`src/rtl/mem_pkg.sv`:
```
// Shared definitions for the banked byte memory and the engines that drive its port.
package mem_pkg;

    localparam int MEM_ADDR_W = 10;
    localparam int MEM_DATA_W = 8;

    typedef logic [MEM_ADDR_W-1:0] mem_addr_t;
    typedef logic [MEM_DATA_W-1:0] mem_data_t;

    typedef enum logic [2:0] {
        IDLE   = 3'd0,
        READ   = 3'd1,
        WRITE  = 3'd2,
        VERIFY = 3'd3,
        DONE   = 3'd4
    } copy_state_e;

endpackage

```
`src/rtl/mem_copy_engine.sv`:
```
// Forward byte-by-byte memory copy engine driving a single-port memory directly.
// Optional read-back check of every written byte is enabled with MEM_COPY_VERIFY_EN.
module mem_copy_engine
    import mem_pkg::*;
#(
    parameter int ADDR_W = 10,
    parameter int DATA_W = 8,
    parameter int LEN_W  = 11
) (
    input  logic              clk,
    input  logic              rst_n,
    input  logic              cmd_valid,
    output logic              cmd_ready,
    input  logic [ADDR_W-1:0] cmd_src,
    input  logic [ADDR_W-1:0] cmd_dst,
    input  logic [LEN_W-1:0]  cmd_len,
    output logic              busy,
    output logic              done,
    output logic              err,
    output logic              mem_wen,
    output logic [ADDR_W-1:0] mem_addr,
    output logic [DATA_W-1:0] mem_wdata,
    input  logic [DATA_W-1:0] mem_rdata
);

    localparam logic [LEN_W:0] MAX_LEN = (LEN_W+1)'(1) << ADDR_W;

    copy_state_e       state;
    logic [ADDR_W-1:0] src_ptr;
    logic [ADDR_W-1:0] dst_ptr;
    logic [LEN_W-1:0]  count;
    logic [DATA_W-1:0] data_reg;

    function automatic logic [LEN_W-1:0] clamp_len(input logic [LEN_W-1:0] len);
        if ({1'b0, len} > MAX_LEN)
            return MAX_LEN[LEN_W-1:0];
        return len;
    endfunction

`ifdef MEM_COPY_VERIFY_EN
    logic [ADDR_W-1:0] last_dst;
    logic              err_reg;
    assign err = err_reg;
`else
    assign err = 1'b0;
`endif

    // Control outputs decode registered state only, so mem_wen cannot glitch
    // and drops as soon as the asynchronous reset forces IDLE.
    assign cmd_ready = (state == IDLE);
    assign busy      = (state == READ) || (state == WRITE) || (state == VERIFY);
    assign done      = (state == DONE);
    assign mem_wen   = (state == WRITE);
    assign mem_wdata = data_reg;

    always_comb begin
        mem_addr = '0;
        case (state)
            READ:    mem_addr = src_ptr;
            WRITE:   mem_addr = dst_ptr;
`ifdef MEM_COPY_VERIFY_EN
            VERIFY:  mem_addr = last_dst;
`endif
            default: mem_addr = '0;
        endcase
    end

    always_ff @(posedge clk or negedge rst_n) begin
        if (!rst_n) begin
            state    <= IDLE;
            src_ptr  <= '0;
            dst_ptr  <= '0;
            count    <= '0;
            data_reg <= '0;
`ifdef MEM_COPY_VERIFY_EN
            last_dst <= '0;
            err_reg  <= 1'b0;
`endif
        end else begin
            case (state)
                IDLE: begin
                    if (cmd_valid) begin
                        src_ptr <= cmd_src;
                        dst_ptr <= cmd_dst;
                        count   <= clamp_len(cmd_len);
`ifdef MEM_COPY_VERIFY_EN
                        err_reg <= 1'b0;
`endif
                        state   <= (cmd_len == '0) ? DONE : READ;
                    end
                end
                READ: begin
                    data_reg <= mem_rdata;
                    state    <= WRITE;
                end
                WRITE: begin
                    src_ptr <= src_ptr + ADDR_W'(1);
                    dst_ptr <= dst_ptr + ADDR_W'(1);
                    count   <= count - LEN_W'(1);
`ifdef MEM_COPY_VERIFY_EN
                    last_dst <= dst_ptr;
                    state    <= VERIFY;
`else
                    state   <= (count == LEN_W'(1)) ? DONE : READ;
`endif
                end
`ifdef MEM_COPY_VERIFY_EN
                // Count was already decremented in WRITE.
                VERIFY: begin
                    if (mem_rdata != data_reg)
                        err_reg <= 1'b1;
                    state <= (count == '0) ? DONE : READ;
                end
`endif
                DONE:    state <= IDLE;
                default: state <= IDLE;
            endcase
        end
    end

endmodule

```
`config.mk`:
```
export PLATFORM = sky130hd
export DESIGN_NAME = mem_copy_engine
export DESIGN_NICKNAME = d
export VERILOG_FILES = /design/src/rtl/mem_pkg.sv /design/src/rtl/mem_copy_engine.sv
export SDC_FILE = /design/constraint.sdc
export NUM_CORES = 1
export LEC_CHECK = 0
export BUFFER_PORTS_ARGS = -buffer_cell sky130_fd_sc_hd__buf_2
export CORE_MARGIN = 1.5
export CORE_UTILIZATION = 30
export DETAILED_ROUTE_END_ITERATION = 8
export PLACE_DENSITY_LB_ADDON = 0.15
export SLEW_MARGIN = 20
export SYNTH_ARGS = -nofsm -noshare
export SYNTH_HDL_FRONTEND = slang
export SYNTH_SLANG_ARGS = --single-unit
```
`constraint.sdc`:
```
create_clock -name clk -period 3.3 [get_ports clk]
set_input_delay 0.165 -clock clk [delete_from_list [all_inputs] [get_ports clk]]
set_output_delay 0.165 -clock clk [all_outputs]
set_load 0.05 [all_outputs]
```
Word level (Yosys, flattened, before mapping) --
Index checks and enable logic that the tools add are counted.
Operators by class: add/sub/neg operators 3, multiplexer cells 16, $lt $le $gt $ge 1, equal/unequal tests 6, reductions and logical operators 6
Operator list (number):
- one-hot mux 10 bit (2 select lines) | 3
- two-way mux 11 bit | 3
- one-hot mux 11 bit (2 select lines) | 1
- adder 10 x 1 -> 10 bit (second input constant) | 2
- two-way mux 10 bit | 2
- == test 11 x 1 -> 1 bit (second input constant) | 1
- greater-than comparator 11 bit (second input constant) | 1
- logical NOT 11 bit | 1
- subtractor 11 x 1 -> 11 bit (second input constant) | 1
- two-way mux 3 bit | 3
- one-hot mux 3 bit (3 select lines) | 1
- == test 3 x 2 -> 1 bit (second input constant) | 2
- == test 3 x 1 -> 1 bit (second input constant) | 1
- == test 3 bit (second input constant) | 1
- logical NOT 3 bit | 1
- two-way mux 1 bit | 3
- logical OR 1 bit | 2
- inequality test 2 bit (second input constant) | 1
- AND reduction 2 bit | 1
- nonzero test 2 bit | 1
Storage, ports and cells: logic and storage cells 37, output and inout port bits 23, bits of input ports 42, register bits after elaboration 42

Longest topological paths before layout --
Gate-level depths: netlist of run 1.
depth after elaboration 7, mapped depth 7, mapped depth without buffers 5

Worst setup path after synthesis of run 1 --
Ideal clock, no wire load.
path type register -> output, start point register state[0], end point output port mem_addr[4], cell stages (with the launch flop) 5, slack 0.886 ns, data required time 3.135 ns, buffers on the path 2, arrival 2.249 ns, cells stage by stage dfrtp_1 -> or3b_1 -> buf_6 -> clkbuf_1 -> o21ai_0
On the way: word-level cells in the longest chain between the ends 2, elaborated cells on any way between the ends 3, classes of those cells 2 x eq/ne; 1 x mux
RTL lines:
- from (decl) | RTL line mem_copy_engine.sv:28 | copy_state_e state;
- from (signal assigned) | RTL line mem_copy_engine.sv:89 | state <= (cmd_len == '0) ? DONE : READ;
- from (signal assigned) | RTL line mem_copy_engine.sv:104 | state <= (count == LEN_W'(1)) ? DONE : READ;
- == test 3 x 2 -> 1 bit or == test 3 x 1 -> 1 bit (tied branches) | RTL line mem_copy_engine.sv:58 | case (state)
- one-hot mux 10 bit (2 select lines) * | RTL line mem_copy_engine.sv:58
- to (decl) | RTL line mem_copy_engine.sv:21 | output logic [ADDR_W-1:0] mem_addr,
Mark *: on every way between the ends. The rest lies on a longest branch, timed or not.

Worst setup path in the final report of run 1 --
start point register state[0], end point output port mem_addr[6]
The elaborated chain is that of the path after synthesis.

==> impl_metrics.env, run 1 <==
export IMPL_synth_distinct_cells=52
export IMPL_finalSetupTns_ns=0
export IMPL_p_sw_share_pct=50.7
export IMPL_insertion_delay_ns=0.30
export IMPL_ys_top_cells_by_count="42 x dfrtp_1, 27 x nand2_1, 23 x nor2_1"
export IMPL_clkTransAtPathRegs_ns=0.09
export IMPL_wl_um=6120
export IMPL_ioPinCount=65
export IMPL_finalPower_uw=3140
export IMPL_p_leak_uw=0.00128
export IMPL_critical_path_max_fanout=19
export IMPL_hold_slack_ns=-0.00367
export IMPL_cts_tree="yes"
export IMPL_syn_num_nets=292
export IMPL_seqPwrFrac_pct=32.6
export IMPL_yosys_most_used_dff="dfrtp_1"
export IMPL_dr_first_iter_drc_count=108
export IMPL_cp_slowest_cell="inv_1"
export IMPL_gr_usage_met3_pct=3.96
export IMPL_post_cts_buffers=0
export IMPL_rsz0062_at_grt="no"
export IMPL_die_w_um=90.9
export IMPL_cp_cell_sequence="or3b_1 -> inv_1 -> buf_4 -> a22o_1 -> buf_2"
export IMPL_post_drt_wl_per_cell_um=15.0
export IMPL_cp_data_arrival_time_ns=2.29
export IMPL_violations="hold timing"
export IMPL_fmax_ghz=0.407
export IMPL_grt_max_degree=43
export IMPL_io_buffers=63
export IMPL_min_period_over_period_pct=74.4
export IMPL_crit_buf_inv=3
export IMPL_coreArea_um2=7370
export IMPL_gp_congestion=0.818
export IMPL_slowest_delay_ns=0.47
export IMPL_setup_viol=0
export IMPL_cap_violations=0
export IMPL_vias=2119
export IMPL_antenna_cells=0
export IMPL_syn_area_per_cell_um2=9.41
export IMPL_cts_resized=0
export IMPL_max_slew_margin_pct=35.8
export IMPL_vias_per_cell=5.18
export IMPL_grt_ovfl_total=0
export IMPL_dieArea_um2=8260
export IMPL_synth_top_family_by_area="simple AND/OR/NAND/NOR gates"
export IMPL_fin_worst_skew_ns=0.00336
export IMPL_busiest_layer="met2"
export IMPL_synthCells=246
export IMPL_hold_viol_final=1
export IMPL_layout_nets=355
export IMPL_areaGrowthSynthToFinish_pct=23.3
export IMPL_hp_class="input pin to asynchronous set/reset pin"
export IMPL_grt_pass1_wl_um=9940
export IMPL_grtUsageMet1_pct=21.7
export IMPL_report_final_slew_viol_count=0
export IMPL_initial_core_util_pct=31.4
export IMPL_yosys_area_share_simple_pct=23.1
export IMPL_grt_use_total_pct=15.3
export IMPL_worstMarginPinSlew_ns=0.963
export IMPL_ir_drop_uv=492
export IMPL_worst_setup_path_start_kind="flip-flop"
export IMPL_ys_ff_latch=42
export IMPL_cts_made_buffers=5
export IMPL_path_class="flip-flop to primary output"
export IMPL_synth_xor_area_share_pct=0.378
export IMPL_drive_above_1_share_pct=30.6
export IMPL_reg2reg_slack_ns=1.06
export IMPL_num_rows=31
export IMPL_yosys_area_top_type="dfrtp_1"
export IMPL_clock_sinks=42
export IMPL_synth_compound_area_share_pct=20.0
export IMPL_switching_power_uw=1600
export IMPL_gr_usage_met2_pct=22.9
export IMPL_synth_area_leaders="dfrtp_1 45%, mux2_2 4.4%, nand2_1 4.4%"
export IMPL_required_ns=3.13
export IMPL_p_comb_share_pct=54.0
export IMPL_cts_hold_buf=0
export IMPL_status="complete, but fails checks"
export IMPL_syn_area_um2=2320
export IMPL_power_per_cell_area_nw_per_um2=1100
export IMPL_fin_crit_ns=2.46
export IMPL_ys_warn_count=0
export IMPL_synthArstFlopShare_pct=100
export IMPL_end_kind="primary output"
export IMPL_dp_hpwl_um=4450
export IMPL_drtPass1Iterations=4
export IMPL_critPathTopFamily="buffers and inverters"
export IMPL_clockRootBuffer="clkbuf_8"
export IMPL_clockBufferDepth=2
export IMPL_antenna_found_initial=0
export IMPL_yosysMostFrequentCell="dfrtp_1"
export IMPL_synth_top_cell_area_share_pct=45.4
export IMPL_clock_power_share_pct=13.4
export IMPL_die_height_um=90.9
export IMPL_ys_seq_area_share_pct=45.4
export IMPL_drc=0
export IMPL_p_int_uw=1550
export IMPL_synth_area_mux_share_pct=4.81
export IMPL_synthAdderAreaFrac_pct=2.16
export IMPL_ant_nets=0
export IMPL_synth_edff_count=0
export IMPL_grt_pass1_vias=1943
export IMPL_htreeDepth=2
placed cells by master, fill, tap and decap left out, types with 7 or more instances in the layout:
cell     count
dfrtp_1     42
nor3_1       9
nand3_1     14
mux2_2       9
buf_2       63
a21oi_1     15
a22o_1       7
buf_4        7
o21ai_0      8
nand2_1     27
nor2_1      23
path summary, 6_finish.rpt:
check                                start           to  cells after the start
worst max-delay path              state[0]  mem_addr[6]                      5
worst min-delay path                 rst_n   src_ptr[5]                      1
worst max register to register    state[0]   src_ptr[6]                      6
worst min register to register   count[10]    count[10]                      1
max in group asynchronous            rst_n   src_ptr[3]                      1
min in group clk                cmd_dst[9]   dst_ptr[9]                      2
state kept, by name (all words and copies together) (netlist names):
name       cells
state          3
mem_wdata      8
src_ptr       10
dst_ptr       10
count         11
layer usage:
layer	part of all wire, %	wire length, um	vias to the layer above
met1	48	2960	1010
met5	0	0	-
li1	-	-	1048
met3	4.1	249	6
met4	1.1	69	0
met2	46	2840	55
power groups by stage:
stage / Clock, uW / Sequential, uW / Combinational (uW)
CTS: 438 / 1020 / 1720
global route: 465 / 1070 / 1840
finish: 422 / 1020 / 1700
detailed placement: 0 / 1030 / 1720
global placement: 0 / 1020 / 1720
floorplan: 0 / 1140 / 1170
area by class of cell:
class	count	area [um2]
tap	99	124
fill	778	4510
multi-input combinational	184	1180
inverter	6	22.5
sequential	42	1050
timing repair buffer	70	368
clock inverter	3	45.0
clock buffer	5	68.8
through the flow:
step	cell area, um2	worst slack, ns	cells	util, %
after floorplan	2320	0.886	246	-
after global placement	2740	1.14	401	37.2
after detailed placement	2740	1.10	401	37.2
after CTS	2860	0.840	409	38.7
after global routing	2860	0.709	409	38.7
final	2860	0.845	409	38.7
kinds of logic (layout without fill, tap and decap cells):
kind of cell / Yosys count / count (layout)
AOI/OAI and AO/OA: 66 / 66
xor gates and xnor gates: 1 / 1
adders and majority gates: 4 / 4
buffers and inverters: 20 / 84
DFF: 42 / 42
muxes: 10 / 10
other: 1 / 1
and+or+nand+nor: 102 / 102
(Power assumes the default switching activity.)
==> run 2, diff against run 1 <==
- clock period: 3.3 -> 2.6 ns (I/O delays scaled with it)
==> run 2 against run 1 <==
Against the previous run: the run now ends clean; flip-flop and latch count is the same; critical path depth is the same; setup slack lost 0.58 ns; sequential share of layout area shrank 0.68 points; clock power grew 54%; die area is the same; highest routed layer unchanged.
==> impl_metrics.env, run 2 (synthesis results as in run 1) <==
export IMPL_layout_common_cells="62 x buf_2, 42 x dfrtp_1, 27 x nand2_1"
export IMPL_required_ns=2.47
export IMPL_p_leak_uw=0.00131
export IMPL_min_period_over_period_pct=89.9
export IMPL_critical_path_max_fanout=14
export IMPL_fmax_ghz=0.428
export IMPL_hold_viol_final=0
export IMPL_cap_violations=0
export IMPL_initial_core_util_pct=31.4
export IMPL_antenna_found_initial=0
export IMPL_mostFrequentLayoutCell="buf_2"
export IMPL_insertion_delay_ns=0.29
export IMPL_drive_above_1_share_pct=30.5
export IMPL_finalNonFillerCells=410
export IMPL_post_drt_wl_per_cell_um=15.4
export IMPL_vias=2136
export IMPL_cts_made_buffers=5
export IMPL_reg2regPathDepth=5
export IMPL_report_final_slew_viol_count=0
export IMPL_crit_buf_inv=3
export IMPL_grt_max_degree=43
export IMPL_critPathTopFamily="buffers and inverters"
export IMPL_grt_use_total_pct=15.3
export IMPL_gp_congestion=0.761
export IMPL_grt_pass1_vias=1969
export IMPL_areaGrowthSynthToFinish_pct=25.6
export IMPL_cp_data_arrival_time_ns=2.21
export IMPL_post_cts_buffers=0
export IMPL_cp_slowest_cell="dfrtp_1"
export IMPL_hold_depth=3
export IMPL_place_area_um2=2750
export IMPL_drc=0
export IMPL_ir_drop_uv=574
export IMPL_p_comb_share_pct=52.9
export IMPL_grt_ovfl_total=0
export IMPL_p_int_uw=2100
export IMPL_htreeDepth=2
export IMPL_worstMarginPinSlew_ns=0.564
export IMPL_slowest_delay_ns=0.46
export IMPL_path_class="flip-flop to primary output"
export IMPL_clockBufferDepth=2
export IMPL_layout_nets=356
export IMPL_fin_crit_ns=2.34
export IMPL_seqPwrFrac_pct=31.4
export IMPL_rsz0062_at_grt="no"
export IMPL_hp_class="input pin to flip-flop"
export IMPL_status="finished clean"
export IMPL_fillCellCount=752
export IMPL_vias_per_cell=5.21
export IMPL_cts_tree="yes"
export IMPL_antenna_cells=0
export IMPL_p_sw_share_pct=49.2
export IMPL_worst_setup_path_start_kind="flip-flop"
export IMPL_dieArea_um2=8260
export IMPL_num_rows=31
export IMPL_die_height_um=90.9
export IMPL_largest_register_ffs=11
export IMPL_regMostFlops="count"
export IMPL_clock_power_share_pct=15.7
export IMPL_power_per_cell_area_nw_per_um2=1420
export IMPL_clockRootBuffer="clkbuf_8"
export IMPL_die_w_um=90.9
export IMPL_dp_cells=401
export IMPL_dp_hpwl_um=4490
export IMPL_clock_sinks=42
export IMPL_ant_nets=0
export IMPL_stdcell_area_um2=2910
export IMPL_io_buffers=63
export IMPL_drtPass1Iterations=4
export IMPL_max_slew_margin_pct=62.4
export IMPL_cts_hold_buf=0
export IMPL_cp_cell_sequence="or3b_1 -> inv_1 -> buf_4 -> a22o_1 -> buf_2"
export IMPL_grt_pass1_wl_um=10100
export IMPL_coreArea_um2=7370
export IMPL_dr_first_iter_drc_count=85
export IMPL_wl_um=6320
export IMPL_clkTransAtPathRegs_ns=0.09
export IMPL_fin_worst_skew_ns=0.0124
export IMPL_switching_power_uw=2030
export IMPL_cts_resized=0
export IMPL_setup_viol=0
export IMPL_ioPinCount=65
export IMPL_finalSetupTns_ns=0
export IMPL_largest_registers="count x11, dst_ptr x10, src_ptr x10"
export IMPL_end_kind="primary output"
export IMPL_path_depth=5
-- run 2: cell types whose count changed in the layout (fill, tap and decap cells not counted) --
cell and change:
dlygate4sd3_1 +1, buf_2 -1, buf_12 +1, clkbuf_8 +1
clkinvlp_4 -2, bufinv_16 +1
-- run 2: layer usage --
layer	part of all wire [%]	GRT usage, %
met2	45	23.4
met5	0	0
met4	0.89	3.78
met3	3.8	2.69
met1	50	22.2
-- run 2: final cells by class --
cell class | count | area [um2] | share of cell area, %
clock inverters | 2 | 60.1 | 2.06
multi-input cells | 184 | 1180 | 40.4
flip-flops and latches | 42 | 1050 | 36.1
inverters | 6 | 22.5 | 0.774
well taps | 99 | 124 | 4.26
clock buffers | 6 | 82.6 | 2.84
repair buffers | 71 | 393 | 13.5
-- run 2: final timing paths --
kind,from,to,slack [ns]
setup reg to reg,state[2],count[6],0.51
hold reg to reg,mem_wdata[2],mem_wdata[2],0.51
hold / removal,cmd_src[6],src_ptr[6],0.05
setup / recovery,state[2],mem_addr[2],0.26
max in group asynchronous,rst_n,count[0],1.84
min in group asynchronous,rst_n,dst_ptr[5],0.38
-- run 2: tightest hold or removal path: stages --
cell      delay [ns]
buf_2           0.07
nand2_1         0.04
o311ai_1        0.06
-- run 2: power by group through the flow --
stage,clock (uW),combinational [uW],sequential (uW)
after global routing,691,2360,1360
after detailed placement,0,2200,1310
final,650,2190,1300
after floorplan,0,1480,1440
after global placement,0,2200,1300
after CTS,667,2200,1300
-- run 2: stage by stage --
| stage | util (%) | total power [uW] | setup WS [ns] | hold slack [ns] |
|---|---|---|---|---|
| 3_3_place_gp | 37.4 | 3500 | 0.549 | 0.346 |
| 6_report | 39.5 | 4140 | 0.262 | 0.0477 |
| 3_5_place_dp | 37.4 | 3510 | 0.511 | 0.344 |
| 2_1_floorplan | - | 2920 | 0.221 | -0.166 |
| 5_1_grt | 39.5 | 4410 | 0.143 | 0.0488 |
| 4_1_cts | 39.3 | 4170 | 0.255 | 0.0333 |
==> run 3, diff against run 2 <==
--- a/config.mk
+++ b/config.mk
@@ -11,2 +11,3 @@
 export DETAILED_ROUTE_END_ITERATION = 8
+export GPL_TIMING_DRIVEN = 0
 export PLACE_DENSITY_LB_ADDON = 0.15
==> constraint.sdc (replaced) <==
create_clock -name clk -period 2.76 [get_ports clk]
set_input_delay 0.552 -clock clk [delete_from_list [all_inputs] [get_ports clk]]
set_output_delay 0.552 -clock clk [all_outputs]
set_load 0.05 [all_outputs]
==> run 3 against run 2 <==
Against the previous run: power down 7.5%; setup slack worse by 0.18 ns; final cell count up 1.5%; via count up 0.66%; die area unchanged; count of clock-buffer cells in the layout down 1; combinational power down 3%; largest power group unchanged.
==> impl_metrics.env, run 3 (synthesis results as in run 1) <==
export IMPL_path_class="flip-flop to primary output"
export IMPL_drive_above_1_share_pct=29.7
export IMPL_fin_worst_skew_ns=0.0147
export IMPL_hold_slack_ns=0.399
export IMPL_report_final_slew_viol_count=0
export IMPL_hold_viol_final=0
export IMPL_rsz0062_at_grt="yes"
export IMPL_die_w_um=90.9
export IMPL_grt_use_total_pct=16.0
export IMPL_cp_slowest_cell="dfrtp_1"
export IMPL_dr_first_iter_drc_count=136
export IMPL_clockBufferDepth=2
export IMPL_num_rows=31
export IMPL_finalPower_uw=3830
export IMPL_mostFrequentLayoutCell="buf_2"
export IMPL_ioPinCount=65
export IMPL_finalNonFillerCells=416
export IMPL_wl_met3_um=305
export IMPL_cp_data_arrival_time_ns=2.12
export IMPL_hp_class="input pin to asynchronous set/reset pin"
export IMPL_cp_cell_sequence="or3b_1 -> buf_6 -> clkbuf_1 -> o21ai_0 -> clkbuf_4"
export IMPL_p_int_uw=1900
export IMPL_coreArea_um2=7370
export IMPL_drc=0
export IMPL_areaGrowthSynthToFinish_pct=25.3
export IMPL_ant_nets=0
export IMPL_fin_crit_ns=2.68
export IMPL_layout_common_cells="57 x buf_2, 42 x dfrtp_1, 27 x nand2_1"
export IMPL_worst_setup_path_start_kind="flip-flop"
export IMPL_path_depth=5
export IMPL_regMostFlops="count"
export IMPL_setup_viol=0
export IMPL_die_height_um=90.9
export IMPL_layout_nets=362
export IMPL_grt_max_degree=43
export IMPL_crit_end="mem_addr[4]"
export IMPL_dieArea_um2=8260
export IMPL_clkTransAtPathRegs_ns=0.09
export IMPL_slowest_delay_ns=0.44
export IMPL_reg2reg_slack_ns=0.73
export IMPL_drtPass1Iterations=4
export IMPL_htreeDepth=2
export IMPL_worstMarginPinSlew_ns=0.962
export IMPL_largest_register_ffs=11
export IMPL_vias=2150
export IMPL_fmax_ghz=0.374
export IMPL_seqPwrFrac_pct=31.4
export IMPL_grt_pass1_wl_um=10500
export IMPL_cts_made_buffers=5
export IMPL_r2r_start="state[1]"
export IMPL_highest_layer="met4"
export IMPL_largest_registers="count x11, dst_ptr x10, src_ptr x10"
export IMPL_p_sw_share_pct=50.5
export IMPL_postLayoutCoreUtil_pct=39.4
export IMPL_dp_hpwl_um=4690
export IMPL_grt_ovfl_total=0
export IMPL_post_drt_wl_per_cell_um=15.4
export IMPL_ir_drop_uv=513
export IMPL_vias_per_cell=5.17
export IMPL_gp_congestion=0.765
export IMPL_startpoint="state[0]"
export IMPL_antenna_found_initial=0
export IMPL_route_met2_wl_um=2980
export IMPL_p_leak_uw=0.00128
export IMPL_clock_power_share_pct=13.0
export IMPL_insertion_delay_ns=0.30
export IMPL_reg2regPathDepth=4
export IMPL_critPathTopFamily="buffers and inverters"
export IMPL_power_per_cell_area_nw_per_um2=1320
export IMPL_max_slew_margin_pct=35.9
export IMPL_antenna_cells=0
export IMPL_r2r_end="dst_ptr[5]"
export IMPL_cts_hold_buf=0
export IMPL_wl_um=6420
export IMPL_switching_power_uw=1930
export IMPL_end_kind="primary output"
export IMPL_io_buffers=63
export IMPL_cts_tree="yes"
export IMPL_grt_pass1_vias=2014
export IMPL_clockRootBuffer="clkbuf_8"
export IMPL_crit_buf_inv=3
export IMPL_min_period_over_period_pct=97.0
export IMPL_status="finished clean"
export IMPL_dp_cells=408
export IMPL_critical_path_max_fanout=10
export IMPL_clock_sinks=42
export IMPL_cap_violations=0
export IMPL_initial_core_util_pct=31.4
export IMPL_p_comb_share_pct=55.6
export IMPL_required_ns=2.21
export IMPL_wl_met1_um=3080
[run 3: power groups by stage]
| stage | registers, uW | logic [uW] | clock network [uW] |
|---|---|---|---|
| final | 1200 | 2130 | 498 |
| after global routing | 1250 | 2300 | 544 |
| after CTS | 1200 | 2110 | 516 |
| after detailed placement | 1210 | 2090 | 0 |
| after global placement | 1210 | 2090 | 0 |
| after floorplan | 1360 | 1400 | 0 |
[run 3: metal layers]
layer | track usage [%] | vias to the layer above
met1 | 22.6 | 1026
li1 | - | 1062
met5 | 0 | -
met2 | 25.0 | 57
met4 | 3.52 | 0
met3 | 3.28 | 5
[run 3: area by class of cell]
type	instances	area, um2
fillers	779	4470
multi-input cells	184	1170
flip-flops and latches	42	1050
repair buffers	63	335
well taps	99	124
plain buffers	14	85.1
clock buffers	5	68.8
clock inverters	3	45.0
inverters	6	22.5
[run 3: what timing repair did]
| action | CTS | global route |
|---|---|---|
| buffers inserted | 0 | 0 |
| endpoints found under the setup margin | 9 | 10 |
| resized for setup | 4 | 10 |
[run 3: metrics by stage]
| stage | worst slack, ns | setup TNS, ns | area (um2) |
|---|---|---|---|
| after floorplan | -0.0413 | -0.0825 | 2320 |
| after global placement | 0.199 | 0 | 2760 |
| after detailed placement | 0.184 | 0 | 2760 |
| after CTS | 0.000932 | 0 | 2880 |
| after global routing | -0.0420 | -0.0830 | 2900 |
| final | 0.0837 | 0 | 2900 |
[run 3: worst min path at each step]
stage,start,endpoint,cells after the start
after global routing,mem_rdata[6],mem_wdata[6],2
after floorplan,rst_n,count[0],0
after global placement,mem_wdata[5],mem_wdata[5],1
after CTS,rst_n,src_ptr[1],1
after detailed placement,count[10],count[10],1
final,rst_n,src_ptr[5],1
